### config.mk
export PLATFORM = sky130hd
export DESIGN_NAME = io_pwm_driver
export DESIGN_NICKNAME = d
export VERILOG_FILES = /design/src/rtl/io_pwm_pkg.sv /design/src/rtl/io_pwm_prescaler.sv /design/src/rtl/io_pwm_driver.sv
export SDC_FILE = /design/constraint.sdc
export NUM_CORES = 1
export LEC_CHECK = 0
export ABC_AREA = 1
export CORE_MARGIN = 2
export CORE_UTILIZATION = 40
export CTS_CLUSTER_DIAMETER = 150
export CTS_CLUSTER_SIZE = 28
export DETAILED_ROUTE_END_ITERATION = 10
export DONT_BUFFER_PORTS = 1
export GPL_TIMING_DRIVEN = 0
export SLEW_MARGIN = 20
export SYNTH_ARGS = -nofsm -noshare
export SYNTH_HDL_FRONTEND = slang
export SYNTH_SLANG_ARGS = --single-unit
### constraint.sdc
create_clock -name clock -period 4 [get_ports clock]
set_input_delay 0.6 -clock clock [delete_from_list [all_inputs] [get_ports clock]]
set_output_delay 0.6 -clock clock [all_outputs]
set_load 0.02 [all_outputs]
### src/rtl/io_pwm_pkg.sv
// Shared types and constants for the PWM / static-pattern output stage.
package io_pwm_pkg;

  localparam int REG_CTRL   = 0;
  localparam int REG_DUTY   = 1;
  localparam int REG_PERIOD = 2;
  localparam int REG_MASK   = 3;

  localparam int OUT_STROBE = 8;
  localparam int OUT_EN     = 9;
  localparam int OUT_HB     = 10;

  localparam int PRE_W   = 3;
  localparam int PRESC_W = 7;

  typedef struct packed {
    logic [1:0]       rsvd;
    logic             inv;
    logic [PRE_W-1:0] pre;
    logic             mode;
    logic             en;
  } ctrl_t;

  function automatic logic [7:0] reg_field(input logic [31:0] regs, input int idx);
    return regs[8*idx +: 8];
  endfunction

endpackage

### src/rtl/io_pwm_prescaler.sv
// Clock divider: one-cycle tick every 2^pre clocks, restartable via clear.
module io_pwm_prescaler
  import io_pwm_pkg::*;
(
  input  logic             clock,
  input  logic             reset,
  input  logic             clear,
  input  logic [PRE_W-1:0] pre,
  output logic             tick
);

  logic [PRESC_W-1:0] cnt_q, cnt_d;
  logic [PRESC_W-1:0] term;

  // Terminal count 2^pre - 1 built as a right-aligned run of ones.
  assign term = ~({PRESC_W{1'b1}} << pre);
  assign tick = (cnt_q == term);

  always_comb begin
    cnt_d = cnt_q + 7'd1;
    if (clear || tick) cnt_d = '0;
  end

  always_ff @(posedge clock) begin
    if (reset) cnt_q <= '0;
    else       cnt_q <= cnt_d;
  end

endmodule

### src/rtl/io_pwm_driver.sv
// PWM / direct-pattern pin driver with shadowed register file.
// IO_PWM_GLITCHFREE_EN: shadows reload only at a period wrap or while disabled.
module io_pwm_driver
  import io_pwm_pkg::*;
#(
  parameter int REG_W   = 8,
  parameter int NUM_REG = 4,
  parameter int OUT_W   = 11
) (
  input  logic                     clock,
  input  logic                     reset,
  input  logic [REG_W*NUM_REG-1:0] registers_packed,
  input  logic                     reg_valid,
  output logic [OUT_W-1:0]         data_out
);

  ctrl_t       ctrl_q, ctrl_d, ctrl_in;
  logic [7:0]  duty_q, duty_d;
  logic [7:0]  period_q, period_d;
  logic [7:0]  mask_q, mask_d;
  logic [7:0]  cnt_q, cnt_d;
  logic        hb_q, hb_d;
  logic [OUT_W-1:0] out_q, out_d;

  logic        tick, wrap, load, presc_clr, pwm;
  logic [7:0]  pins;
  logic        unused_rsvd;

  assign ctrl_in     = ctrl_t'(reg_field(registers_packed, REG_CTRL));
  // Reserved ctrl bits ride along in the shadow but drive nothing.
  assign unused_rsvd = ^ctrl_q.rsvd;

  assign wrap = ctrl_q.en && tick && (cnt_q == period_q);

`ifdef IO_PWM_GLITCHFREE_EN
  assign load      = reg_valid && (wrap || !ctrl_q.en);
  assign presc_clr = !ctrl_q.en || load;
`else
  assign load      = reg_valid;
  assign presc_clr = !ctrl_q.en || (load && (ctrl_in.pre != ctrl_q.pre));
`endif

  io_pwm_prescaler u_presc (
    .clock (clock),
    .reset (reset),
    .clear (presc_clr),
    .pre   (ctrl_q.pre),
    .tick  (tick)
  );

  always_comb begin
    ctrl_d   = ctrl_q;
    duty_d   = duty_q;
    period_d = period_q;
    mask_d   = mask_q;
    if (load) begin
      ctrl_d   = ctrl_in;
      duty_d   = reg_field(registers_packed, REG_DUTY);
      period_d = reg_field(registers_packed, REG_PERIOD);
      mask_d   = reg_field(registers_packed, REG_MASK);
    end

    cnt_d = cnt_q;
    hb_d  = hb_q;
    if (!ctrl_q.en) begin
      cnt_d = '0;
      hb_d  = 1'b0;
    end else if (tick) begin
      cnt_d = (cnt_q == period_q) ? 8'd0 : cnt_q + 8'd1;
      if (wrap) hb_d = ~hb_q;
    end

    // duty > period keeps pwm high for the whole period; duty == 0 keeps it low.
    pwm  = (cnt_q < duty_q);
    pins = ctrl_q.mode ? mask_q : (mask_q & {8{pwm}});
    pins = pins ^ {8{ctrl_q.inv}};

    out_d = '0;
    if (ctrl_q.en) begin
      out_d[7:0]        = pins;
      out_d[OUT_STROBE] = wrap;
      out_d[OUT_EN]     = 1'b1;
      out_d[OUT_HB]     = hb_q;
    end
  end

  always_ff @(posedge clock) begin
    if (reset) begin
      ctrl_q   <= '0;
      duty_q   <= '0;
      period_q <= '0;
      mask_q   <= '0;
      cnt_q    <= '0;
      hb_q     <= 1'b0;
      out_q    <= '0;
    end else begin
      ctrl_q   <= ctrl_d;
      duty_q   <= duty_d;
      period_q <= period_d;
      mask_q   <= mask_d;
      cnt_q    <= cnt_d;
      hb_q     <= hb_d;
      out_q    <= out_d;
    end
  end

  assign data_out = out_q;

endmodule

# Yosys cells after proc, flatten, opt, wreduce, memory -nomap -nowiden
# Cells that the tools add are included.
[word_totals]
regBits = 57
inputBits = 35
output_inout_bits = 11
wordCells = 36
[classes]
n_addsub = 2
n_lt_le_gt_ge = 1
n_eq_ne = 3
n_shift = 1
n_mux = 3
n_bitwise = 5
reduce_logical = 9
[op_table]
columns = ["op", "n"]
rows = [
  ["$mux W8", 2],
  ["$mux W10", 1],
  ["$add A8 B1 Y8 const B", 1],
  ["$and A8 B8 Y8", 1],
  ["$eq A8 B8 Y1", 1],
  ["$lt A8 B8 Y1", 1],
  ["$xor A8 B8 Y8", 1],
  ["$add A7 B1 Y7 const B", 1],
  ["$eq A7 B7 Y1", 1],
  ["$not A7 Y7", 1],
  ["$shl A7 B3 Y7 const A", 1],
  ["$reduce_or A2 Y1", 2],
  ["$logic_and A1 B1 Y1", 3],
  ["$ne A3 B3 Y1", 1],
  ["$logic_or A1 B1 Y1", 2],
  ["$not A1 Y1", 2],
  ["$reduce_and A2 Y1", 1],
  ["$logic_not A1 Y1", 1],
]

# Longest topological paths before layout
[depth]
word_depth = 6
mapped_depth = 13
depth_no_buf = 12

# Cells and area by module
# A second synthesis with hierarchy kept.
[hier_totals]
hier_cells = 350
area_unflattened_um2 = 2640.0
[by_module_without_submodules]
columns = ["mod", "instances", "cells_per_inst", "area_each_um2", "seq_area_each_um2"]
rows = [
  ["io_pwm_driver", 1, 278, 2164.6, 1001.0],
  ["io_pwm_prescaler", 1, 72, 475.5, 140.1],
]

# Worst setup path before layout
# No wires, ideal clock.
[synth_path]
path_type = "register to register"
from = "register cnt_q[3]"
to = "register out_q[7] (netlist: data_out[7])"
setup_ns = 0.115
arrival_ns = 1.404
t_required_ns = 3.885
slack_ns = 2.481
path_stages_with_launch = 11
n_path_buf = 1
synth_period_minus_slack_ns = 1.519
path_cell_list = "dfxtp_1 > ha_1 > a21oi_1 > nand2_1 > nand2_1 > nand2_1 > nand2_1 > buf_4 > nand3_1 > nand2_1 > nor2_1"
[synth_via]
elab_chain_len = 4
[synth_rtl]
columns = ["item", "line_no", "text"]
rows = [
  ["from (decl)", "io_pwm_driver.sv:21", "logic [7:0] cnt_q, cnt_d;"],
  ["from (signal assigned)", "io_pwm_driver.sv:101", "cnt_q <= cnt_d;"],
  ["$lt A8 B8 Y1", "io_pwm_driver.sv:74", "pwm = (cnt_q < duty_q);"],
  ["$and A8 B8 Y8", "io_pwm_driver.sv:75", "pins = ctrl_q.mode ? mask_q : (mask_q & {8{pwm}});"],
  ["$mux W8", "io_pwm_driver.sv:75", ""],
  ["$xor A8 B8 Y8", "io_pwm_driver.sv:76", "pins = pins ^ {8{ctrl_q.inv}};"],
  ["to (signal assigned)", "io_pwm_driver.sv:103", "out_q <= out_d;"],
  ["to (decl)", "io_pwm_driver.sv:23", "logic [OUT_W-1:0] out_q, out_d;"],
]
# Every way passes these cells.
# A chain may end at the register's enable or synchronous reset.

# Worst setup path in the final report
# Same ends and word-level chain as after synthesis.

==> results.ini <==
[status]
outcome=completed

[timing]
final.setup.tns_ns=0
setup_viol=0
finalWorstSetupSlack_ns=2.20
fin_crit_sh_pct=45.1
period_needed_ns=1.80
skew_ns=0.00963
slew_headroom_pct=62.2
slew_viol_final=0
tightest_slew_ns=0.567
hold_viol=0
fmaxAchievable_mhz=555
rsz0062_at_grt=false

[clock_network]
root_buffer=clkbuf_8
cts_hold_buffers=0
clk_pin_slew_worst_paths_ns=0.07
clock_latency_ns=0.34
post_cts_resized=0
clkSinkCount=57
post_cts_buffers=0
clk_path_buf_depth=2
htree_levels=3
cts_tree=done
cts_buffers=9

[placement]
io_buffers=0
hpwl_microns=4110
dpl_cell_area_sq_mm=0.00276
gp_congestion=0.868
post-place-ws_ns=2.21

[pwr]
p_seq_share_pct=45.5
p_int_uw=1010
switching_share_pct=24.0
pwr-share-comb_pct=8.6
powerDensity_mw_per_mm2=445
power_frac_clock_pct=45.9
p_switching_uw=319
ir_worst_vdd_uv=225
power_leakage_uw=0.00121

[cells_and_area]
final_cell_area_sq_mm=0.00299
fillCellCount=663
final_cell_mix=100 x nand2_1, 57 x dfxtp_1, 48 x nor2_1, 37 x a21oi_1, 30 x inv_1
antenna_cells=0
final_nets=421
final_util_pct=46.8
regArea_sq_mm=0.00114
final_common_cell=nand2_1
drive_above_1_share_pct=7.33
syn2layout_area_growth_pct=12.2
multi_input_area_sq_mm=0.00132

[global_routing]
antenna_found_initial=0
grt_pass1_vias=2186
grt-ovfl-total=0
track_usage_pct=16.9
grt_pass1_wl_microns=9720
grt_max_degree=11

[floorplanning]
die-area_sq_mm=0.00732
io_pins=46
dieHeight_microns=85.6
start_util_pct=41.7
core-area_sq_mm=0.00639
rows=29
die-width_microns=85.6

[worst_setup_path]
critPathLaunchType=flip-flop
critPathArrivalTime_ns=2.03
cp.required_ns=4.23
cp.depth=10
path_buf_inv=1
crit_top_cell=nand2_1
cp_slowest_stage_delay_ns=0.46
cp-end-kind=flip-flop
rr_worst_depth=10
path_cells=ha_1 -> a21oi_1 -> nand2_1 -> nand2_1 -> nand2_1 -> nand2_1 -> buf_4 -> nand3_1 -> nand2_1 -> nor2_1
worst-setup-path-type=flip-flop to flip-flop
crit_slowest_cell=dfxtp_1
worstPathMaxFanout=10
cp_top_family=simple AND/OR/NAND/NOR gates

[yosys]
synth_seq_cells=57
synth_edf_count=0
synth_top_cell_by_area=dfxtp_1
ys_top_cells_by_area=dfxtp_1 43%, nand2_1 14%, a21oi_1 7.0%
synthesis.nets=410
synth-seq-area-share_pct=42.9
ys_async_sr_fraction_pct=0
syn_area_per_cell_sq_um=7.27
synthCells=366
synth_area_sq_mm=0.00266
ys_types=28
synth_warnings=0
synth_top_area_share_pct=42.9
synth_top_flop_cell=dfxtp_1

[detailed_routing]
vias=2238
drc=0
viasPerCell=4.88
drt_iter0_drc=65
drtAntennaViolNets=0
wirelength_microns=5710
wire_per_inst_microns=12.4
drt_first_pass_iters=4

[worst_hold_path]
worstHoldPathType=primary input to flip-flop
hold_depth=2

[job]
max_cap_viol_count=0

## registers in the layout, summed over array words and instances (netlist names)
| name | count |
|---|---|
| cnt_q | 8 |
| ctrl_q | 6 |
| data_out | 11 |
| duty_q | 8 |
| hb_q | 1 |
| mask_q | 8 |
| period_q | 8 |
| u_presc.cnt_q | 7 |
## per-stage QoR
| stage | power (uW) | instances | hold WS (ns) |
|---|---|---|---|
| 6_report | 1330 | 459 | 0.409 |
| 5_1_grt | 1390 | 459 | 0.399 |
| 4_1_cts | 1350 | 459 | 0.392 |
| 3_5_place_dp | 733 | 443 | 0.457 |
| 3_3_place_gp | 731 | 443 | 0.449 |
| 2_1_floorplan | 706 | 366 | 0.431 |
## synthesized netlist by cell type (2+ instances only)
library cell,n
nand4_1,3
nor3_2,2
inv_1,30
inv_2,2
nor2_1,48
nor3_1,3
ha_1,9
a21oi_1,37
clkbuf_1,9
buf_2,2
nand2_1,100
buf_4,2
nand3_1,21
dfxtp_1,57
xor2_1,15
xnor2_1,4
a211oi_1,11
## cells by family (layout without fill, tap and decap cells)
| logic type | after synthesis | in the layout | synth area share (%) |
|---|---|---|---|
| and+or+nand+nor | 182 | 182 | 28.5 |
| DFF | 57 | 57 | 42.9 |
| AOI/OAI and AO/OA | 51 | 51 | 10.7 |
| buffers and inverters | 48 | 64 | 7.43 |
| xor gates and xnor gates | 19 | 19 | 6.25 |
| adders and majority gates | 9 | 9 | 4.23 |
## worst register-to-register path: cells and delay by family (launching register included)
family          cells  cell delay [ns]
compound gates      1             0.15
fa+ha+maj           1             0.30
buf+inv             1             0.23
flops               1             0.46
simple gates        7             0.57
## routing by layer
layer	up-vias	global-route usage, %	part of all wire, %
met3	7	7.60	6.9
met1	1004	19.3	44
met2	41	28.3	48
met5	-	0	0
li1	1186	-	-
met4	0	5.48	1.3
## final timing paths
kind	start	to	slack, ns
setup / recovery	cnt_q[3]	data_out[7]	2.20
hold / removal	registers_packed[31]	mask_q[7]	0.41
setup reg to reg	cnt_q[3]	data_out[7]	2.20
hold reg to reg	hb_q	data_out[10]	0.47
## power groups by stage
stage          Sequential (uW)  Clock (uW)  Combinational (uW)
5_1_grt                    608         654                 132
3_3_place_gp               618           0                 113
3_5_place_dp               618           0                 115
6_report                   606         611                 114
4_1_cts                    605         629                 116
2_1_floorplan              615           0                90.5
## layout make-up
| type | instances | area share [%] |
|---|---|---|
| Buffer | 15 | 2.47 |
| Clock buffer | 11 | 5.07 |
| Clock inverter | 5 | 2.60 |
| Inverter | 33 | 4.15 |
| Multi-Input combinational cell | 261 | 44.3 |
| Sequential cell | 57 | 38.2 |
| Tap cell | 77 | 3.23 |
(Power assumes the default switching activity.)
